**config.mk**
```make
export PLATFORM = sky130hd
export DESIGN_NAME = mod_mul_barrett
export DESIGN_NICKNAME = d
export VERILOG_FILES = /design/src/rtl/mod_mul_barrett.sv
export SDC_FILE = /design/constraint.sdc
export NUM_CORES = 1
export LEC_CHECK = 0
export BUFFER_PORTS_ARGS = -buffer_cell sky130_fd_sc_hd__buf_2
export CORE_ASPECT_RATIO = 0.7
export CORE_MARGIN = 1
export CORE_UTILIZATION = 55
export CTS_CLUSTER_DIAMETER = 120
export DETAILED_ROUTE_END_ITERATION = 7
export GPL_TIMING_DRIVEN = 0
export HOLD_SLACK_MARGIN = 0.06
export PLACE_DENSITY = 0.84
export SLEW_MARGIN = 0
export SYNTH_ARGS = -nofsm -noshare
export SYNTH_HDL_FRONTEND = slang
export SYNTH_SLANG_ARGS = --single-unit
```
**constraint.sdc**
```tcl
create_clock -name clk -period 10.45 [get_ports clk]
set_input_delay 2.09 -clock clk [delete_from_list [all_inputs] [get_ports clk]]
set_output_delay 2.09 -clock clk [all_outputs]
set_load 0.02 [all_outputs]
```
**src/rtl/mod_mul_barrett.sv**
```systemverilog
// -----------------------------------------------------------------------------
// mod_mul_barrett
//
// Pipelined modular multiplier, res = (a*b) mod Q, using Barrett reduction.
// It is set up for the Kyber modulus Q = 3329. It sits directly upstream of
// the NTT butterfly subtractor/adder and produces zeta*b for them.
//
// Ports
//   clk        rising-edge clock
//   rst_n      asynchronous active-low reset
//   en         global pipeline advance; 0 holds every stage register
//   in_valid   a, b, tag_in are valid this cycle
//   a, b       12-bit operands (any 12-bit value gives the exact result)
//   tag_in     sideband tag that travels with the operands
//   out_valid  res / tag_out are valid
//   res        (a*b) mod Q, always in [0, Q-1]
//   tag_out    tag_in of the same transaction
//
// Pipeline (one register per stage, 4 enabled cycles of latency)
//   S1  p  = a*b                          (24 bit, exact)
//   S2  qe = (p*M) >> K                   (quotient estimate, 13 bit)
//   S3  r  = p - qe*Q                     (0 <= r < 2Q, low 13 bits)
//   S4  res = (r >= Q) ? r - Q : r
// -----------------------------------------------------------------------------
module mod_mul_barrett #(
    parameter int Q         = 3329,
    parameter int BARRETT_K = 24,
    parameter int BARRETT_M = 5039,
    parameter int TAG_W     = 2
) (
    input  logic             clk,
    input  logic             rst_n,
    input  logic             en,
    input  logic             in_valid,
    input  logic [11:0]      a,
    input  logic [11:0]      b,
    input  logic [TAG_W-1:0] tag_in,
    output logic             out_valid,
    output logic [11:0]      res,
    output logic [TAG_W-1:0] tag_out
);

    localparam logic [12:0] Q13 = 13'(Q);
    localparam logic [36:0] M37 = 37'(BARRETT_M);

    // Stage 1: full product
    logic             v1_q,   v1_d;
    logic [23:0]      p1_q,   p1_d;
    logic [TAG_W-1:0] tag1_q, tag1_d;

    // Stage 2: quotient estimate plus delayed product
    logic             v2_q,   v2_d;
    logic [23:0]      p2_q,   p2_d;
    logic [12:0]      qe2_q,  qe2_d;
    logic [TAG_W-1:0] tag2_q, tag2_d;

    // Stage 3: partially reduced remainder
    logic             v3_q,   v3_d;
    logic [12:0]      r3_q,   r3_d;
    logic [TAG_W-1:0] tag3_q, tag3_d;

    // Stage 4: output registers
    logic             v4_q,   v4_d;
    logic [11:0]      res4_q, res4_d;
    logic [TAG_W-1:0] tag4_q, tag4_d;

    logic [36:0] pm_prod;

    always_comb begin
        // NOTE: every comb output gets a default first (hold), so no latch is
        // inferred when en is low.
        v1_d   = v1_q;
        p1_d   = p1_q;
        tag1_d = tag1_q;
        v2_d   = v2_q;
        p2_d   = p2_q;
        qe2_d  = qe2_q;
        tag2_d = tag2_q;
        v3_d   = v3_q;
        r3_d   = r3_q;
        tag3_d = tag3_q;
        v4_d   = v4_q;
        res4_d = res4_q;
        tag4_d = tag4_q;

        // p < 2^24 and M < 2^13, so the 37-bit product never overflows.
        pm_prod = 37'(p1_q) * M37;

        if (en) begin
            // Bubbles move data like real transactions; only the valid bit
            // distinguishes them.
            v1_d   = in_valid;
            p1_d   = 24'(a) * 24'(b);
            tag1_d = tag_in;

            v2_d   = v1_q;
            p2_d   = p1_q;
            qe2_d  = 13'(pm_prod >> BARRETT_K);
            tag2_d = tag1_q;

            // The true difference is below 2Q < 2^13, so modulo-2^13
            // arithmetic on the low bits gives the exact value.
            v3_d   = v2_q;
            r3_d   = p2_q[12:0] - 13'(qe2_q * Q13);
            tag3_d = tag2_q;

            v4_d   = v3_q;
            res4_d = (r3_q >= Q13) ? 12'(r3_q - Q13) : 12'(r3_q);
            tag4_d = tag3_q;
        end
    end

    always_ff @(posedge clk or negedge rst_n) begin
        if (!rst_n) begin
            v1_q   <= 1'b0;
            p1_q   <= '0;
            tag1_q <= '0;
            v2_q   <= 1'b0;
            p2_q   <= '0;
            qe2_q  <= '0;
            tag2_q <= '0;
            v3_q   <= 1'b0;
            r3_q   <= '0;
            tag3_q <= '0;
            v4_q   <= 1'b0;
            res4_q <= '0;
            tag4_q <= '0;
        end else begin
            // NOTE: non-blocking assignments so every stage samples the
            // previous stage's old value on the same edge.
            v1_q   <= v1_d;
            p1_q   <= p1_d;
            tag1_q <= tag1_d;
            v2_q   <= v2_d;
            p2_q   <= p2_d;
            qe2_q  <= qe2_d;
            tag2_q <= tag2_d;
            v3_q   <= v3_d;
            r3_q   <= r3_d;
            tag3_q <= tag3_d;
            v4_q   <= v4_d;
            res4_q <= res4_d;
            tag4_q <= tag4_d;
        end
    end

    assign out_valid = v4_q;
    assign res       = res4_q;
    assign tag_out   = tag4_q;

endmodule
```
# Word-level counts from Yosys, hierarchy flattened
# Index checks and enable logic that the tools add are counted.
[totals] out_inout_bits=15 input_bits=30 ff_bits=87 elab_cells=20
[classes] magnitude_cmp=1 muxes=1 n_addsub=2 multipliers=3
[op_table] cell="$mul 24x13->37 const B" count=1
[op_table] cell="$mul 12x12->24" count=1
[op_table] cell="$ge 13x12->1 const B" count=1
[op_table] cell="$mul 13x12->13 const B" count=1
[op_table] cell="$sub 13x13->13" count=1
[op_table] cell="$mux 12" count=1
[op_table] cell="$sub 12x12->12 const B" count=1

# Depth between registers and ports, before layout
[logic_depth] ltp_word=2 depth_mapped=21 depth_no_buf=20

# Least setup slack after synthesis
# No wires, ideal clock.
[synth_timing] kind="input -> register" start="input b[11]" end="register p1_q[18]" required_ns=10.325 slack_ns=3.677 setup_ns=0.125 arrival_ns=6.649 stages=17 n_path_buf=1 cell_sequence="clkbuf_1 > nand2_1 > fa_1 > fa_1 > inv_1 > fa_1 > fa_1 > fa_1 > ha_1 > a21o_1 > a21o_1 > a21oi_1 > nand3b_1 > o221ai_1 > o21bai_1 > xor2_1 > mux2_2"
[synth_via] elab_chain_len=1
[synth_lines] item="from (decl)" line_no="36" text="input logic [11:0] b,"
[synth_lines] item="$mul 12x12->24" line_no="93" text="p1_d = 24'(a) * 24'(b);"
[synth_lines] item="to (signal assigned)" line_no="132" text="p1_q <= p1_d;"
[synth_lines] item="to (decl)" line_no="48" text="logic [23:0] p1_q, p1_d;"
# No other way between the ends.
# A chain may end at the register's enable or synchronous reset.

# Worst setup path in the final report
[layout_timing] start="input a[3]" end="register p1_q[23]"
[layout_via] elab_chain_len=1
[layout_lines] item="from (decl)" line_no="35" text="input logic [11:0] a,"
[layout_lines] item="$mul 12x12->24" line_no="93"
# No other way between the ends.

==> impl_results.md <==
* Clock transition at the registers of the reported paths at ~60 ps
* Pre-CTS setup slack at 2790 ps
* Layout area overhead at 6.82%
* Core ar. at between 20000 and 30000 µm²
* Htree depth at 3
* Most common cell after layout, fill and taps aside: inv_1
* TritonRoute pass-1 iters at 5
* Worst Path Arrival at 7650 ps
* Max Slew Vio Count at 0
* Commonest non-fill, non-tap cells in the layout: 303 x inv_1, 233 x fa_1, 220 x ha_1, 136 x nand2_1, 87 x dfrtp_1
* Max cap viols at 0
* Port Buffers at 43
* Setup TNS at 0 ps
* Setup violators final at 0
* Worst min path class: flop to flop
* Post-cts sizing count at 0
* GR Util All Layers at 26.5%
* GPL Wtd Cong at 0.972
* FF/Latch Area at 2180 µm²
* Setup ws final at 2990 ps
* Die X at 197 µm
* Final Util at 60.2%
* Total Wirelength at 33600 µm
* Area of the multi-input gates at around 11000 µm²
* Unique masters post-synth at 63
* CTS Buf Count at 9
* Post-synthesis sequential area ratio at 14.9%
* Post-CTS Setup Repair Bufs at 0
* Setup crit end kind: flop
* Fmax at 134 MHz
* DIE HEIGHT at around 140 µm
* CTS Sinks at 87
* Antenna violations before repair at 0
* Syn nets at 1960
* Synth async-reset ratio at 100%
* Minimum clock period at roughly 7500 ps
* Worst Max-Slew Pin Slew at 1030 ps
* Filler Cells Inserted at between 2000 and 2500
* Detailed placement HPWL at around 28000 µm
* WL/cell at approximately 18 µm
* GRT Residual Overflow at 0
* Relative slew slack at between 30% and 40%
* Req. time, crit path at 10650 ps
* Clock Path Buffers at 2
* Vias per inst at 5.61
* RSZ-0062 raised after global routing: false
* Share of cells above drive strength 1 at 7.74%
* Post-DRT Antenna Nets at 0
* DRC viols at 0
* Nets at 2015
* Die ar. at 27200 µm²
* TritonCTS clock tree: done
* Largest net degree at the start of global routing at 74
* Global-route wire length before repair at 56500 µm
* Setup CP Type: input port to flop
* Clk root buf: clkbuf_16
* FF+latch count, synth at 87
* Critical path peak fanout at 10
* Mapped cell area at 14600 µm²
* Final Hold Fails at 0
* Status: finished clean
* Vias in the first global route at 11065
* # IOs at 45
* Row count at 49
* # diodes at 0
* Cells after Synth at 1477
* Initial Utilization at between 50% and 60%
* Syn Area/Cell at approximately 9.9 µm²
* Hold_buf cts at 0
* Critical path startpoint category: input port
* Most used DFF post-synth: dfrtp_1
* DR iter-0 viols at 785
* Via count at between 10000 and 15000
* Worst-Skew Late Latency at 360 ps
* Crit share post-route at 71.4%
* Skew final at 11.6 ps
* Post-synth EDFFs at 0
* Yosys warning count at 0
## sequential cells by signal, summed over array words and instances, names as in the netlist
register	count
p1_q	24
p2_q	13
qe2_q	13
r3_q	13
res	12
tag1_q	2
tag2_q	2
tag3_q	2
tag_out	2
out_valid	1
v1_q	1
v2_q	1
v3_q	1
## layout make-up
class | instances | area share (%)
buffer | 41 | 1.09
clock buffer | 9 | 1.45
inverter | 303 | 7.30
sequential | 87 | 14.0
timing repair buffer | 44 | 1.57
clock inverter | 7 | 0.498
multi-input combinational | 1046 | 71.2
tap | 357 | 2.87
## metal layers
metal	wire length (µm)	vias to the layer above	track usage [%]
met1	15700	5383	39.5
met5	0	-	0
li1	-	4808	-
met4	426	0	4.41
met3	2890	44	6.83
met2	14600	397	39.5
## kinds of logic (layout without fill, tap and decap cells)
family	count (synthesis)	after routing	share of synthesized area, %
AO/OA/AOI/OAI	182	182	8.07
flip-flops	87	87	14.9
buffers and inverters	344	404	8.97
adder cells (fa/ha/maj)	453	453	50.9
AND/OR/NAND/NOR	303	303	9.79
XOR/XNOR	58	58	3.48
multiplexers	50	50	3.86
## synthesized netlist by cell type, drive strengths merged, types with 3 or more instances
| library cell | number | area [µm²] |
|---|---|---|
| a21o | 18 | 135 |
| o21ai | 43 | 219 |
| nor2b | 6 | 37.5 |
| clkbuf | 36 | 135 |
| a31o | 3 | 26.3 |
| nand3b | 5 | 37.5 |
| o21a | 11 | 82.6 |
| nor3 | 5 | 25.0 |
| xnor2 | 37 | 324 |
| nand3 | 11 | 55.1 |
| nand2 | 136 | 510 |
| a21oi | 53 | 269 |
| a31oi | 8 | 56.3 |
| fa | 233 | 4660 |
| a211oi | 12 | 95.1 |
| a211o | 4 | 35.0 |
| nand4 | 4 | 25.0 |
| buf | 5 | 35.0 |
| o31ai | 3 | 22.5 |
| dfrtp | 87 | 2180 |
| and2 | 59 | 369 |
| xor2 | 21 | 184 |
| and3 | 7 | 45.1 |
| mux2i | 3 | 30.0 |
| inv | 303 | 1140 |
| ha | 220 | 2750 |
| nand2b | 7 | 43.8 |
| nor2 | 54 | 203 |
| mux2 | 47 | 533 |
## worst paths after layout
path                             from    endpoint  slack [ps]  cells after the start
max                              a[3]    p1_q[23]        2990                     19
min                        tag_out[1]  tag_out[1]         500                      1
max reg2reg                  p1_q[20]   qe2_q[12]        4550                     18
min reg2reg                tag_out[1]  tag_out[1]         500                      1
max in group asynchronous       rst_n    p1_q[22]        8240                      2
min in group asynchronous       rst_n     r3_q[8]        1580                      1
## per-stage QoR
stage                     hold WS (ps)  instance area (µm²)  instances
after CTS                          504                15600       1894
after global routing               521                15600       1894
after floorplan                    459                14600       1477
final                              501                15600       1894
after detailed placement           489                15300       1878
after global placement             485                15200       1877
## critical path: stages
cell and delay, ps:
buf_2 130, clkbuf_1 520, nand2_1 180, fa_1 580, inv_1 60, fa_1 420
fa_1 500, fa_1 480, inv_1 50, fa_1 520, inv_1 50, ha_1 250
a211o_1 330, o311ai_0 560, o211ai_1 280, a21oi_1 280, a21oi_1 120, xnor2_1 160
a21oi_1 80
Power is not shown: default switching activity piles up to over one toggle a cycle in this logic, so the estimate is an artifact.
